### src/rtl/jtag_pkg.sv
// jtag_pkg: shared widths, chain depth and loader FSM state codes.
package jtag_pkg;
    localparam int WORD_W    = 32;
    localparam int RAM_DEPTH = 512;
    typedef logic [1:0] state_t;
    localparam state_t IDLE  = 2'd0;
    localparam state_t SHIFT = 2'd1;
    localparam state_t DRAIN = 2'd2;
    localparam state_t DONE  = 2'd3;
endpackage

### src/rtl/jtag_scan_loader.sv
// jtag_scan_loader: streams host words into the RAM scan chain and returns the words shifted out.
module jtag_scan_loader
    import jtag_pkg::*;
#(
    parameter int DEPTH   = RAM_DEPTH,
    parameter int CNT_W   = $clog2(DEPTH) + 1,
    parameter bit CAPTURE = 1'b1
) (
    input  logic              clk,
    input  logic              reset,
    input  logic              start,
    input  logic              abort,
    input  logic              in_valid,
    output logic              in_ready,
    input  logic [WORD_W-1:0] in_data,
    output logic              out_valid,
    input  logic              out_ready,
    output logic [WORD_W-1:0] out_data,
    output logic              jen,
    output logic [WORD_W-1:0] jin,
    input  logic [WORD_W-1:0] jout,
    output logic              busy,
    output logic              done,
    output logic [CNT_W-1:0]  count
);
    state_t state;
    logic   slot_free;
    logic   fire;
    logic   last;
    // A shift is only allowed when the word falling out of the chain has somewhere to go.
    assign slot_free = !out_valid || out_ready || !CAPTURE;
    assign fire      = (state == SHIFT) && in_valid && slot_free && !abort;
    assign last      = count == CNT_W'(DEPTH - 1);
    assign jen       = fire;
    assign in_ready  = fire;
    assign jin       = in_data;
    assign busy      = (state == SHIFT) || (state == DRAIN);
    assign done      = state == DONE;
    always_ff @(posedge clk or posedge reset) begin
        if (reset) begin
            state <= IDLE;
            count <= '0;
        end else if (abort) begin
            state <= IDLE;
        end else begin
            case (state)
                IDLE:    if (start) begin
                    state <= SHIFT;
                    count <= '0;
                end
                SHIFT:   if (fire) begin
                    count <= count + 1'b1;
                    state <= last ? DRAIN : SHIFT;
                end
                DRAIN:   state <= slot_free ? DONE : DRAIN;
                default: state <= IDLE;
            endcase
        end
    end
    generate
        if (CAPTURE) begin : g_capture
            always_ff @(posedge clk or posedge reset) begin
                if (reset) begin
                    out_valid <= 1'b0;
                    out_data  <= '0;
                end else if (abort) begin
                    out_valid <= 1'b0;
                end else if (fire) begin
                    out_valid <= 1'b1;
                    out_data  <= jout;
                end else if (out_valid && out_ready) begin
                    out_valid <= 1'b0;
                end
            end
        end else begin : g_no_capture
            assign out_valid = 1'b0;
            assign out_data  = '0;
        end
    endgenerate
endmodule

### config.mk
export PLATFORM = sky130hd
export DESIGN_NAME = jtag_scan_loader
export DESIGN_NICKNAME = d
export VERILOG_FILES = /design/src/rtl/jtag_pkg.sv /design/src/rtl/jtag_scan_loader.sv
export SDC_FILE = /design/constraint.sdc
export NUM_CORES = 1
export LEC_CHECK = 0
export ABC_AREA = 1
export CAP_MARGIN = 20
export CORE_UTILIZATION = 40
export DETAILED_ROUTE_END_ITERATION = 16
export HOLD_SLACK_MARGIN = 0.02
export PLACE_DENSITY_LB_ADDON = 0.12
export SLEW_MARGIN = 30
export SYNTH_ARGS = -nofsm -noshare
export SYNTH_HDL_FRONTEND = slang
export SYNTH_SLANG_ARGS = --single-unit
### constraint.sdc
create_clock -name clk -period 4.3 [get_ports clk]
set_clock_uncertainty 0.15 [all_clocks]
set_input_delay 0.86 -clock clk [delete_from_list [all_inputs] [get_ports clk]]
set_output_delay 0.86 -clock clk [all_outputs]
set_load 0.01 [all_outputs]
**Yosys cells after proc, flatten, opt, wreduce, memory -nomap -nowiden**

Index checks and enable logic that the tools add are counted.
Widths: inputs -> output; s select.

- Output and inout port bits: 79
- Bits of input ports: 70
- Flip-flop bits (word level): 45

- Add/subtract/negate cells: 1
- Reduce and logical (&&, ||, !) cells: 14
- Eq/ne operators: 8
- Multiplexer cells: 12
- Bitwise logic cells: 1

Operators by type and width:

| cell | number |
|---|---|
| $mux 10 | 2 |
| $pmux 10 s2 | 1 |
| $add 10x1->10 const B | 1 |
| $eq 10x9->1 const B | 1 |
| $mux 2 | 4 |
| $ne 3x3->1 const B | 2 |
| $pmux 2 s3 | 1 |
| $eq 2x2->1 const B | 2 |
| $logic_and 1x1->1 | 4 |
| $mux 1 | 4 |
| $ne 2x2->1 const B | 2 |
| $reduce_and 2->1 | 2 |
| $reduce_and 4->1 | 1 |
| $reduce_bool 3->1 | 1 |
| $eq 2x1->1 const B | 1 |
| $logic_not 1->1 | 2 |
| $logic_not 2->1 | 1 |
| $logic_or 1x1->1 | 2 |
| $reduce_bool 2->1 | 1 |
| $not 1->1 | 1 |

**Longest topological paths before layout**

Gate-level depths: netlist (run 1).

- Word-level depth: 7
- Gate-level depth with buffers: 10

**Least setup slack after synthesis (run 1)**

No wires, ideal clock.

- Kind: input -> output
- Start point: input out_ready
- End point: output jen
- Arrival: 1.545 ns
- Buffers on the path: 2
- Cell stages on the path: 6
- Slack: 1.745 ns
- Path through: inv_1 > nand2_1 > nand2_2 > nor2_4 > buf_4 > buf_4

- Cells in the longest elaborated chain, start to end: 3

Ends and longest elaborated chain:

| item | line | text |
|---|---|---|
| start, declared | jtag_scan_loader.sv:17 | `input logic out_ready,` |
| $logic_or 1x1->1 | jtag_scan_loader.sv:31 | `assign slot_free = !out_valid \|\| out_ready \|\| !CAPTURE;` |
| $logic_and 1x1->1 (2 in a row) | jtag_scan_loader.sv:32 | `assign fire = (state == SHIFT) && in_valid && slot_free && !abort;` |
| end, declared | jtag_scan_loader.sv:19 | `output logic jen,` |

Every way passes these cells.

**Worst setup path in the final report (run 1)**

Same ends and word-level chain as after synthesis.

==> results.txt, run 1 <==
After synthesis, flip-flops and latches occupy 47.42% of the total area. The total power divided by cell area came out at about 550 nW/um^2. 0 antenna diodes ended up in the layout. For this design the static power due to leakage is around 0.0014 uW. Yosys printed 0 warnings. The global-route congestion overflow total is 0.

The die outline width is 79.05 microns. For this design, the sink count on the clock tree is 45. The data required time of the worst path is 3290 ps. The starting density of the core is 42.35%. Of the cells placed in the final design, the portion with a size suffix greater than 1 is 5.233%. Routed signal wires occupy layers up through met4. The critical path launch point type is an input pin.

The top cell types in the final layout, fill and taps aside, are 104 x sky130_fd_sc_hd__nand2_1, 84 x sky130_fd_sc_hd__clkdlybuf4s50_1, 45 x sky130_fd_sc_hd__dfrtp_1. The path class of the tightest hold or removal check is flip-flop to flip-flop. The combinational cell fraction of total power is 44.7%. The critical path buffer and inverter count is 3. The count of final hold-check violations is 0.

The count of filler cells inserted in the layout came out at 553. The total iterations of the first detailed-routing run is 6. The wire length of the first global-routing pass is 8.873 mm. The max-cap check violation count came out at 0.

The insertion delay of the later-clocked pin in the worst-skew pair came out at 300 ps. Leaving out fill and tap cells, the most frequent cell in the layout is sky130_fd_sc_hd__nand2_1. The stage delay of the slowest cell on the critical path is 600 ps. The hold buffer count at cts is 0. The layout overhead on the synthesized area came out at 30.30%. In this run the post-CTS setup repair buffer count came out at 0.

The gate family responsible for the most delay along the worst path is buffers and inverters. The total count of max-transition violations in the final report is 0. After detailed routing, the number of vias per cell comes to 4.702. The pin slew with the least headroom to its limit is about 550 ps. The total clock buffers created by CTS is 5.

The largest net degree at the start of global routing is 46. The flow ran to the end, and the final reports show no timing, DRC or antenna violations. The HPWL after detailed placement is 3.628 mm.

The critical path arrival came out at 2420 ps. The routed wire length came out at 5.328 mm. The internal power of the cells came out at 1102 uW. The worst voltage drop across the vdd grid is 266.7 uV. Registers are responsible for between 40 and 50% of the overall power. The highest fanout seen on the critical path is 13. The synthesized instance count is 294. STA classifies the critical path endpoint as an output port.

The I/O pin count is 149. The DRC violation count after routing came out at 0. The number of DRC violations after detailed-routing iteration 0 came out at 72. The switching power came out at 589.5 uW. The via count is between 1500 and 2000. After synthesis the netlist holds a flip-flop and latch count of 45.

The maximum clock frequency is 0.2914 GHz. The met3 layer wire length in the routed design is between 400 and 500 microns. The kind of critical path is input pin to output port. The count of buffers added on input and output ports is 84. The number of nets still failing antenna checks after routing came out at 0. The total power is 1691 uW. The total global-route track usage is 18.12%.

The routed design could run at a clock period as short as roughly 3400 ps. The CTS root buffer is sky130_fd_sc_hd__clkbuf_8. The number of antenna violations at the first check in global routing was 0.

The count of unique library cells instantiated by Yosys came out at 22. The final weighted congestion in routability-driven placement came out at 0.7693. The proportion of power drawn by the clock network is ~15%.

The share of Yosys cell area claimed by the top area cell type is between 40% and 50%. The maximum clock path buffer count is 2. The H-tree depth came out at 2. The clock transition at the register clock pins on the worst setup and hold paths after CTS came out at ~80 ps. TritonCTS built the clock tree. In this design, the critical path's most frequently occurring cell is sky130_fd_sc_hd__clkdlybuf4s50_1. Yosys attributes the largest share of cell area to sky130_fd_sc_hd__dfrtp_1 47%, sky130_fd_sc_hd__nand2_1 16%, sky130_fd_sc_hd__buf_4 11%. The die is 79.05 microns tall. Setup repair after global routing left no endpoint under its margin.

Dividing the final minimum period by the clock period gives 79.80%. After detailed routing, the average wire length per cell comes to 12.81 microns. The slowest stage of the critical path is the sky130_fd_sc_hd__clkdlybuf4s50_1 cell. The post-cts repair resize count is 0. The number of nets produced by synthesis is 369. After the last flow step, the layout net total stands at 418.

The post-route setup TNS is 0 ps. The total routed wire length on the met1 layer came out at between 2 and 2.5 mm. In this run the core area contains 27 standard-cell rows. The via count of the first global-routing pass is 1960. The routed design uses 2.537 mm of met2 wire. The worst-case headroom to the max-slew limit came out at 63.25%. The cell area that synthesis handed to floorplanning was 2375 sq um. The die outline area is 6249 sq um.

Dividing the synthesized area by the synthesized cell count gives 8.077 sq um. Summed over all instances, the cell type with the most area after synthesis is sky130_fd_sc_hd__dfrtp_1. Of the total power, the share spent switching nets is 34.86%.

Setup violations remaining at the end of the flow were counted as 0. The area inside the core boundary came out at 5608 sq um. Traced cell by cell, the critical path runs through clkdlybuf4s50_1 -> inv_1 -> nand2_1 -> nand2_2 -> nor2_4 -> clkdlybuf4s50_1.
==> per-stage QoR <==
step / hold WS [ps] / area (sq um) / std cells / util, % / setup slack (ps)
global route: 383.8 / 3094 / 416 / 55.18 / 668.8
CTS: 359.2 / 3094 / 416 / 55.18 / 822.4
finish: 352.0 / 3094 / 416 / 55.18 / 868.4
global placement: 330.0 / 3008 / 408 / 53.64 / 847.7
detailed placement: 339.0 / 3010 / 408 / 53.68 / 860.4
floorplan: 387.1 / 2375 / 294 / - / 1745
==> worst reg2reg max path, cell delays in order, from the launching register on <==
cell and delay, ps:
sky130_fd_sc_hd__dfrtp_1 410, sky130_fd_sc_hd__inv_1 110, sky130_fd_sc_hd__ha_1 430, sky130_fd_sc_hd__inv_1 180, sky130_fd_sc_hd__nand2_1 110, sky130_fd_sc_hd__nand3_2 80
sky130_fd_sc_hd__nor2_2 370, sky130_fd_sc_hd__inv_2 170, sky130_fd_sc_hd__nand2_1 90, sky130_fd_sc_hd__o31ai_1 70
==> synthesized netlist by cell type (all sizes together) <==
| cell | number |
|---|---|
| dfrtp | 45 |
| xor2 | 2 |
| nand2 | 105 |
| o21ai | 40 |
| o31ai | 1 |
| nor3 | 1 |
| a21oi | 4 |
| buf | 39 |
| nor2 | 10 |
| inv | 19 |
| clkbuf | 6 |
| ha | 5 |
| nand4 | 6 |
| nand3 | 11 |
==> routing by layer <==
metal | vias up | track usage, %
li1 | 993 | -
met1 | 895 | 21.53
met2 | 59 | 30.17
met3 | 9 | 7.011
met4 | 0 | 5.455
met5 | - | 0
==> layout make-up <==
type	instances	area (sq um)	area share (%)
repair buffers	87	863.3	27.90
well taps	72	90.09	2.911
clock buffers	7	76.32	2.467
clock inverters	1	7.507	0.2426
multi-input cells	185	857.1	27.70
inverters	19	73.82	2.386
flip-flops and latches	45	1126	36.39
==> power by group through the flow <==
stage	combinational, uW	sequential, uW	clock (uW)
after floorplan	283	758	0
after global placement	754	686	0
after detailed placement	763	687	0
after CTS	766	683	266
after global routing	838	705	287
final	755	682	254
==> final timing paths <==
| check | from | to | slack (ps) | cells after the start |
|---|---|---|---|---|
| min reg2reg | out_data[27] | out_data[27] | 350 | 2 |
| max in group asynchronous | reset | state[0] | 2810 | 2 |
| max reg2reg | state[1] | count[0] | 2010 | 9 |
| max | out_ready | jen | 870 | 6 |
| min in group asynchronous | reset | out_data[24] | 820 | 2 |
| min | out_data[27] | out_data[27] | 350 | 2 |
==> logic make-up after synthesis <==
| logic type | count (synthesis) | synth area share [%] |
|---|---|---|
| flip-flops | 45 | 47.42 |
| AO/OA/AOI/OAI | 45 | 9.589 |
| AND/OR/NAND/NOR | 133 | 23.13 |
| XOR/XNOR | 2 | 0.7378 |
| adder cells (fa/ha/maj) | 5 | 2.634 |
| buffers and inverters | 64 | 16.49 |
==> state kept, by name (all words and copies together), names as in the netlist <==
name / count
count: 10
state: 2
out_data: 32
out_valid: 1
Note: power is estimated with default switching activity, not from simulation.
==> run 2: changes to the inputs <==
--- a/config.mk
+++ b/config.mk
@@ -7,7 +7,7 @@
 export LEC_CHECK = 0
 export ABC_AREA = 1
 export CAP_MARGIN = 20
-export CORE_UTILIZATION = 40
+export CORE_UTILIZATION = 37
 export DETAILED_ROUTE_END_ITERATION = 16
 export HOLD_SLACK_MARGIN = 0.02
 export PLACE_DENSITY_LB_ADDON = 0.12
==> constraint.sdc (replaced) <==
create_clock -name clk -period 3.4 [get_ports clk]
set_clock_uncertainty 0.15 [all_clocks]
set_input_delay 0.68 -clock clk [delete_from_list [all_inputs] [get_ports clk]]
set_output_delay 0.68 -clock clk [all_outputs]
set_load 0.01 [all_outputs]
==> run 2 against run 1 <==
Effect of this change:
- setup slack got worse by 460 ps
- global-route usage decreased by 1.5 points
- combinational power increased by 26%
- wire length decreased by 0.45%
- final cell count increased by 1.2%
- non-clock buffer count rose by 2
- sequential power increased by 27%
- flip-flop and latch count is the same
- highest routed layer unchanged
==> results.txt, run 2 (synthesis gave the netlist of run 1 again) <==
The total global-route track usage came out at 16.64% (-1.5 points). The count of filler cells inserted in the layout is 600 (+8.5%). The pin slew with the least headroom to its limit is 575.7 ps (+24.48 ps). The maximum clock frequency is between 0.3 and 0.4 GHz. The maximum clock path buffer count is 2 (unchanged). The post-cts repair resize count came out at 0 (unchanged). The number of antenna violations at the first check in global routing is 0 (unchanged). The fraction of the core area covered by cells at the end of the flow is 51.78% (-3.4 points). The critical path in this run is classified as input pin to output port.

The library cell used most frequently in the layout, excluding fill and tap cells, is sky130_fd_sc_hd__nand2_1. The final instance area came out at 3138 sq um (+1.4%). The count of final hold-check violations is 0 (unchanged). The final clock period utilization by the worst path came out at 88.06%. The register with the most flip-flops in the final layout is out_data. The DRC violation count after routing came out at 0 (unchanged).

The total power divided by cell area came out at 709.3 nW/um^2 (+30%). The number of antenna diodes is 0 (unchanged). The clock transition at the register clock pins on the worst setup and hold paths after CTS came out at 90 ps (about the same). The switching part of the total power came out at 33.86% (-1.0 points). The via count came out at 1972 (+0.82%). The I/O pin count is 149 (unchanged). The element type at the critical path end is an output port. The worst-case headroom to the max-slew limit came out at 61.62% (-1.6 points). The number of nets at the end of the flow came out at 420 (+0.48%). The static power due to leakage is 0.001426 uW (+1.9%). The root buffer cell chosen for the clock tree is sky130_fd_sc_hd__clkbuf_8. The count of port buffers added during placement is 84 (unchanged). Setup repair after global routing left no endpoint under its margin. The post-DP HPWL came out at 3.673 mm (+1.3%). The combinational cell fraction of total power came out at 42.8% (-1.9 points). The insertion delay of the later-clocked pin in the worst-skew pair is 290 ps (about the same). The post-route setup TNS came out at 0 ps (unchanged). The buffer count from post-CTS setup fixing came out at 0 (unchanged). The largest registers in the layout are out_data x32, count x10, state x2. The min-delay analysis places its worst path in the category flip-flop to flip-flop. The total count of max-transition violations in the final report came out at 0 (unchanged). The number of flip-flops under the largest register name is 32 (unchanged). The worst setup path is launched from an input pin. The global-route congestion overflow total came to 0 (unchanged).

The per-cell via count in the routed design came out at 4.684 (-0.38%). The number of nets still failing antenna checks after routing was 0 (unchanged). The switching power was 753.5 uW (+28%).

The data required time of the worst path is 2570 ps (-720 ps). The starting density of the core is 39.18% (-3.2 points). The die outline area was 6743 sq um (+7.9%). The number of clock sinks came out at 45 (unchanged). The routed wire length came out at 5.304 mm (-0.45%). The flow ran to the end, and the final reports show no timing, DRC or antenna violations. The final weighted congestion in routability-driven placement is 0.8040 (+4.5%). The area inside the core boundary came to 6061 sq um (+8.1%). The via count of the first global-routing pass came to 1844 (-5.9%).

The shortest period the worst path allows is 2994 ps. The highest fanout seen on the critical path is 9 (-4). The proportion of power drawn by the clock network is 18.3% (+3.3 points).

The max-cap check violation count came out at 0 (unchanged). The setup-violating endpoint count in the final report was 0 (unchanged). The instance area after placement is 3027 sq um (+0.54%). The internal power of the cells is 1472 uW (+34%). The largest net degree at the start of global routing is 46 (unchanged).

The placement row count is 28 (+3.7%). The height of the die came to 82.12 microns (+3.9%). The number of DRC violations after detailed-routing iteration 0 came out at 62 (-14%). TritonCTS built the clock tree. The die outline width came out at 82.12 microns (+3.9%). The hold buffer count at cts came to 0 (unchanged). The total iterations of the first detailed-routing run came out at 4 (-2).

The H-tree depth came out at 2 (unchanged). The fraction of layout instances using a drive strength above 1 came out at 6.069% (+0.84 points). In the layout the commonest cells are 104 x sky130_fd_sc_hd__nand2_1, 84 x sky130_fd_sc_hd__clkdlybuf4s50_1, 45 x sky130_fd_sc_hd__dfrtp_1. The worst voltage drop across the vdd grid came out at 302.6 uV (+13%). The wire length of the first global-routing pass came out at 8.590 mm (-3.2%).

The register share of total power came out at 38.8% (-1.5 points). The layout overhead on the synthesized area came out at 32.14%. The total clock buffers created by CTS was 5 (unchanged). The final routed wire length divided by cell count came out at 12.60 microns (-1.6%).

The critical path arrival is 2160 ps (-260 ps).
run 2: worst max-delay path: stages:
cell and delay (ps):
sky130_fd_sc_hd__clkdlybuf4s50_1 450, sky130_fd_sc_hd__inv_1 30, sky130_fd_sc_hd__nand2_1 120, sky130_fd_sc_hd__nand2_2 100
sky130_fd_sc_hd__nor2_4 200, sky130_fd_sc_hd__clkdlybuf4s50_1 580
run 2: power by group through the flow:
stage | Combinational [uW] | Sequential [uW] | Clock [uW]
floorplan | 358 | 959 | 0
global placement | 957 | 874 | 0
detailed placement | 966 | 871 | 0
CTS | 968 | 867 | 419
global route | 1050 | 893 | 441
finish | 954 | 864 | 408
run 2: per-stage QoR:
stage / setup WS, ps / total power (uW) / hold WS [ps] / cells
6_report: 405.9 / 2226 / 353.0 / 421
5_1_grt: 272.0 / 2380 / 385.7 / 421
4_1_cts: 394.2 / 2254 / 357.8 / 421
3_5_place_dp: 392.8 / 1837 / 337.5 / 413
3_3_place_gp: 417.0 / 1831 / 330.1 / 413
2_1_floorplan: 1205 / 1317 / 387.1 / 294
run 2: layout make-up:
type / count / area [sq um] / share of cell area (%)
Tap cell: 75 / 93.84 / 2.990
Sequential cell: 45 / 1126 / 35.89
Timing Repair Buffer: 89 / 878.3 / 27.99
Multi-Input combinational cell: 185 / 857.1 / 27.31
Inverter: 19 / 71.32 / 2.273
Clock inverter: 2 / 38.79 / 1.236
Clock buffer: 6 / 72.57 / 2.313
run 2: path summary, 6_finish.rpt:
| kind | start | to | slack, ps | depth (start not counted) |
|---|---|---|---|---|
| worst max register to register | state[1] | count[0] | 1320 | 10 |
| max in group asynchronous | reset | out_data[14] | 2020 | 3 |
| worst min-delay path | out_data[26] | out_data[26] | 350 | 2 |
| min in group asynchronous | reset | out_data[21] | 700 | 3 |
| worst max-delay path | out_ready | in_ready | 410 | 6 |
| worst min register to register | out_data[26] | out_data[26] | 350 | 2 |
run 2: per-layer routing:
metal	track usage (%)	up-vias	share of wire [%]
li1	-	998	-
met1	21.30	902	45
met2	27.02	56	47
met3	5.385	16	6.8
met4	4.211	0	0.90
met5	0	-	0
==> patch 1: new RTL, settings of run 2 <==
`RAM_DEPTH`: 512 -> 128.
--- a/src/rtl/jtag_pkg.sv
+++ b/src/rtl/jtag_pkg.sv
@@ -1,7 +1,7 @@
 // jtag_pkg: shared widths, chain depth and loader FSM state codes.
 package jtag_pkg;
     localparam int WORD_W    = 32;
-    localparam int RAM_DEPTH = 512;
+    localparam int RAM_DEPTH = 128;
     typedef logic [1:0] state_t;
     localparam state_t IDLE  = 2'd0;
     localparam state_t SHIFT = 2'd1;
Ports: changed (resized count); port bits go from 149 to 147. The function was not compared with the original's and may differ.
==> patch 1 against run 2 <==
Worst setup slack worse by 36 ps. Critical path depth up 2. Wire length fell by 12%. Design area fell by 5.7%. Core utilization is 0.97 points higher. Maximum frequency decreased by 1.2%. Synthesized cell count down 7.5%. Synthesized area down 7.3%. Total power is 0.88% lower. Largest power group unchanged. Sequential cell count is 2 lower.
==> patch 1: results (changes against run 2) <==
Route
  • WL/cell: 11.8 um (-6.2%)
  • Final wirelength: 4680 um (-12%)
  • Drt first pass iters: 3 (-1)
  • Vias per Instance: 4.41 (-5.9%)
  • DR iter-0 viols: 25 (-60%)

Critical path
  • Worst setup path end: jen
  • Reg-to-Reg End: out_data[19]
  • Critical path data arrival time: 2200 ps (+40 ps)
  • Crit path from: state[1]
  • Critical-path top delay cell: clkdlybuf4s50_1
  • Critical Path Max Stage Delay: 570 ps
  • Worst-path fanout max: 14 (+5)
  • FF-to-FF setup slack: 1410 ps (+90 ps)
  • Worst r2r path cells: 10 (unchanged)

Yosys
  • Main synth FF type: dfrtp_1
  • Commonest cells post-synth: 132 x nand2_1, 43 x dfrtp_1, 34 x buf_4
  • Synthesized area per cell: 8.10 um^2 (+0.23%)
  • Compound-Gate Fraction of Synth Area: 4.66% (-4.9 points)
  • Sequential fraction of the synthesis area: 48.9% (+1.4 points)
  • Synth Area in Adders: 2.84% (+0.21 points)
  • Unique masters post-synth: 21 (-4.5%)
  • Syn Nets: 347 (-6.0%)
  • Synth Warn #: 0 (unchanged)
  • Async SR Flop Fraction: 100% (unchanged)
  • Synth Area in XOR/XNOR: 0.398% (-0.34 points)
  • Top post-synthesis cells by area: dfrtp_1 49%, nand2_1 23%, buf_4 12%
  • Mux share of post-synthesis cell area: 0% (unchanged)

Clock network
  • Clk root buf: clkbuf_8
  • Worst skew pair latency: 290 ps (about the same)
  • CTS clk-pin slew, worst paths: 90 ps (about the same)
  • CTS resizes: 0 (unchanged)
  • Setup bufs post-CTS: 0 (unchanged)
  • H-tree Lvls: 2 (unchanged)
  • Total CTS buffers: 5 (unchanged)
  • Max clock buf depth: 2 (unchanged)

GRT
  • Vias in the first global route: 1,737 (-5.8%)
  • Pin count of the biggest net entering global routing: 44 (-4.3%)
  • GRT Overall Usage: 16.0% (-0.64 points)
  • Initial antenna violation count: 0 (unchanged)
  • Global-route wire length before repair: 7780 um (-9.4%)

Run status
  • Status: finished, final reports clean

Place
  • Cell count after placement: 388 (-6.1%)
  • Placer Congestion: 0.794 (-1.3%)
  • Port Buffers: 82 (-2.4%)
  • HPWL after DPL: 3230 um (-12%)

Power and ir drop
  • Maximum vdd drop: 349 uV (+15%)
  • Lkg Pwr: 1.44 nW (+1.1%)

Cells and area
  • Diode count: 0 (unchanged)
  • Nets: 398 (-5.2%)
  • Biggest regs: out_data x32, count x8, state x2
  • Share of post-route cells with drive strength above 1: 6.79% (+0.72 points)

Min path
  • Worst min-delay path class: reg -> reg

Timing
  • Slew HR: 50.3% (-11 points)
  • Final Hold Fails: 0 (unchanged)
patch 1: routing by layer:
layer  wire length [um]  up-vias  GRT usage [%]
met5                  0        -              0
met4                 74        0           6.36
met3                430       11           6.55
met2               2090       63           26.0
met1               2090      771           18.6
li1                   -      901              -
patch 1: worst min-delay path by stage:
stage / from / to / slack (ps) / cells after the start
floorplan: out_data[0] / out_data[0] / 370 / 2
global placement: out_data[25] / out_data[25] / 310 / 2
detailed placement: out_data[25] / out_data[25] / 320 / 2
CTS: out_data[18] / out_data[18] / 340 / 2
global route: out_data[25] / out_data[25] / 360 / 2
finish: out_data[10] / out_data[10] / 330 / 2
patch 1: cells by family after synthesis:
logic type               count (synthesis)
flip-flops                              43
AND/OR/NAND/NOR                        154
XOR/XNOR                                 1
adder cells (fa/ha/maj)                  5
buffers and inverters                   56
AO/OA/AOI/OAI                           13
patch 1: cell type report:
cell class                      instances  area (um^2)
Multi-Input combinational cell        173          778
Clock inverter                          3         43.8
Sequential cell                        43         1080
Timing Repair Buffer                   85          843
Tap cell                               72         90.1
Inverter                               15         57.6
Clock buffer                            5         68.8
Fill cell                             558         2650
patch 1: per-stage QoR:
step	instance area, um^2	worst slack (ps)	util, %
finish	2960	370	52.7
global route	2960	217	52.7
CTS	2960	342	52.7
detailed placement	2840	382	50.7
global placement	2840	390	50.7
floorplan	2200	1170	-
patch 1: worst max-delay path, delay by kind of cell (launching register included):
family	cells	cell delay, ps
buffers and inverters	5	1140
flip-flops	1	430
AND/OR/NAND/NOR	2	180
adder cells (fa/ha/maj)	1	140
patch 1: where the power goes:
part | switching [mW] | internal (mW) | total, mW
sequential | 0.123 | 0.720 | 0.843
clock | 0.186 | 0.219 | 0.405
combinational | 0.433 | 0.525 | 0.958
==> patch 2: new RTL, settings of run 2 <==
Without the edit above. Register the output `count` once more, with the module's reset; this adds one clock of latency there. The other outputs are not delayed to match.
--- a/src/rtl/jtag_scan_loader.sv
+++ b/src/rtl/jtag_scan_loader.sv
@@ -23,6 +23,8 @@
     output logic              done,
     output logic [CNT_W-1:0]  count
 );
+
+    logic [CNT_W-1:0] count_s0;
     state_t state;
     logic   slot_free;
     logic   fire;
@@ -30,7 +32,7 @@
     // A shift is only allowed when the word falling out of the chain has somewhere to go.
     assign slot_free = !out_valid || out_ready || !CAPTURE;
     assign fire      = (state == SHIFT) && in_valid && slot_free && !abort;
-    assign last      = count == CNT_W'(DEPTH - 1);
+    assign last      = count_s0 == CNT_W'(DEPTH - 1);
     assign jen       = fire;
     assign in_ready  = fire;
     assign jin       = in_data;
@@ -39,17 +41,17 @@
     always_ff @(posedge clk or posedge reset) begin
         if (reset) begin
             state <= IDLE;
-            count <= '0;
+            count_s0 <= '0;
         end else if (abort) begin
             state <= IDLE;
         end else begin
             case (state)
                 IDLE:    if (start) begin
                     state <= SHIFT;
-                    count <= '0;
+                    count_s0 <= '0;
                 end
                 SHIFT:   if (fire) begin
-                    count <= count + 1'b1;
+                    count_s0 <= count_s0 + 1'b1;
                     state <= last ? DRAIN : SHIFT;
                 end
                 DRAIN:   state <= slot_free ? DONE : DRAIN;
@@ -77,5 +79,13 @@
             assign out_data  = '0;
         end
     endgenerate
+    always_ff @(posedge clk or posedge reset) begin
+        if (reset) begin
+            count <= '0;
+        end else begin
+            count <= count_s0;
+        end
+    end
+
 endmodule
 
Function: changed (Yosys sat finds a counterexample within 4 cycles, from zero or initial values and one cycle with reset high).
==> patch 2 against run 2 <==
Total power rose by 6.1%. Wire length rose by 14%. Worst setup slack gained 120 ps. Sequential share of layout area rose by 4.0 points. Sequential cell count up 10. Synthesized area up 12%. Final cell count increased by 8.3%. Critical path depth is the same. Design area increased by 9.9%. Count of clock-buffer cells in the layout is 1 lower. Highest routed layer unchanged.
==> patch 2: results (changes against run 2) <==
Cells and area
  • Register with the most flip-flops: out_data
  • Diode count: 0 (unchanged)
  • Fillers: 672 (+12%)
  • Share of post-route cells with drive strength above 1: 5.83% (-0.24 points)
  • Biggest regs: out_data x32, count x10, count_s0 x10
  • Nets: 434 (+3.3%)

Clock network
  • CTS resizes: 0 (unchanged)
  • Setup bufs post-CTS: 0 (unchanged)
  • Max clock buf depth: 2 (unchanged)
  • Clk root buf: clkbuf_8
  • H-tree Lvls: 2 (unchanged)
  • CTS clk-pin slew, worst paths: 90 ps (about the same)
  • Total CTS buffers: 5 (unchanged)
  • Worst skew pair latency: 310 ps (+20 ps)

Critical path
  • Critical-path top delay cell: clkdlybuf4s50_1
  • Critical path data arrival time: 2050 ps (-110 ps)
  • Crit path max-delay family: buffers and inverters
  • Critical Path Max Stage Delay: 540 ps (-40 ps)
  • Worst-path fanout max: 3 (-6)

Yosys
  • Synth Warn #: 0 (unchanged)
  • Commonest cells post-synth: 100 x nand2_1, 55 x dfrtp_1, 39 x o21ai_0
  • Unique masters post-synth: 22 (unchanged)
  • Async SR Flop Fraction: 100% (unchanged)
  • Sequential fraction of the synthesis area: 51.8% (+4.4 points)
  • Syn Nets: 382 (+3.5%)
  • Top post-synthesis cells by area: dfrtp_1 52%, nand2_1 14%, buf_4 9.6%

Power and ir drop
  • Maximum vdd drop: 302 uV (-0.17%)
  • Internal power: 1.59 mW (+7.8%)
  • Combinational power share: 39.7% (-3.1 points)
  • Lkg Pwr: 1.59 nW (+12%)

GRT
  • Most Crowded Layer GR: met2
  • Met3 Resource Use GR: 4.29% (-1.1 points)
  • GRT met1 Usage: 22.4% (+1.1 points)
  • Global-route wire length before repair: 10,000 um (+16%)
  • Pin count of the biggest net entering global routing: 36 (-22%)
  • Initial antenna violation count: 0 (unchanged)
  • Vias in the first global route: 2,046 (+11%)
  • GRT Overall Usage: 17.2% (+0.54 points)
  • M2 GR Usage: 27.3% (+0.25 points)

Route
  • WL/cell: 13.3 um (+5.5%)
  • Drt first pass iters: 4 (unchanged)
  • DR iter-0 viols: 93 (+50%)
  • DR vias: 2,105 (+6.7%)

Run status
  • Status: finished, final reports clean

Timing
  • Worst-margin pin slew: 645 ps (+69.6 ps)

Place
  • Placer Congestion: 0.769 (-4.4%)
  • Dpl ws: 516 ps (+123 ps)
  • HPWL after DPL: 4340 um (+18%)
  • Port Buffers: 84 (unchanged)

Job
  • Max Cap Viol: 0 (unchanged)

Min path
  • Worst min-delay path class: reg -> reg
==> patch 2: routing by layer <==
metal  wire (um)  vias to the layer above
li1            -                     1045
met1        2720                      978
met2        2810                       69
met3         417                       13
met4         111                        0
met5           0                        -
==> patch 2: through the flow <==
| stage | power [mW] | cell area [um^2] | util, % | instances | hold WS [ps] |
|---|---|---|---|---|---|
| 2_1_floorplan | 1.43 | 2660 | - | 307 | 244 |
| 3_3_place_gp | 1.93 | 3330 | 48.5 | 448 | 280 |
| 3_5_place_dp | 1.94 | 3330 | 48.5 | 448 | 274 |
| 4_1_cts | 2.40 | 3450 | 50.2 | 456 | 311 |
| 5_1_grt | 2.52 | 3450 | 50.2 | 456 | 321 |
| 6_report | 2.36 | 3450 | 50.2 | 456 | 310 |
==> patch 2: power groups by stage <==
stage | Sequential (mW) | Combinational (mW) | Clock (mW)
final | 0.977 | 0.937 | 0.447
after global routing | 1.00 | 1.03 | 0.491
after CTS | 0.979 | 0.953 | 0.466
after floorplan | 1.08 | 0.345 | 0
after detailed placement | 0.995 | 0.949 | 0
after global placement | 0.987 | 0.942 | 0
==> patch 2: area by class of cell <==
type	count	area share (%)
sequential	55	39.9
timing repair buffer	90	25.7
multi-input combinational	186	25.3
tap	96	3.48
inverter	21	2.29
clock buffer	5	1.99
clock inverter	3	1.38
==> patch 2: cells by family after synthesis <==
kind of cell               after synthesis  synth area share, %
adders and majority gates                5                 2.36
AOI/OAI and AO/OA                       47                 9.10
and+or+nand+nor                        133                 21.1
xor gates and xnor gates                 1                0.330
DFF                                     55                 51.8
buffers and inverters                   66                 15.3
==> patch 2: final timing paths <==
path	startpoint	to	slack [ps]	cells after the start
worst min-delay path	count_s0[9]	count[9]	310	0
worst max register to register	state[1]	count_s0[6]	1350	10
worst max-delay path	in_valid	jen	520	6
min in group asynchronous	reset	out_data[21]	620	2
max in group asynchronous	reset	out_valid	1800	3
worst min register to register	count_s0[9]	count[9]	310	0
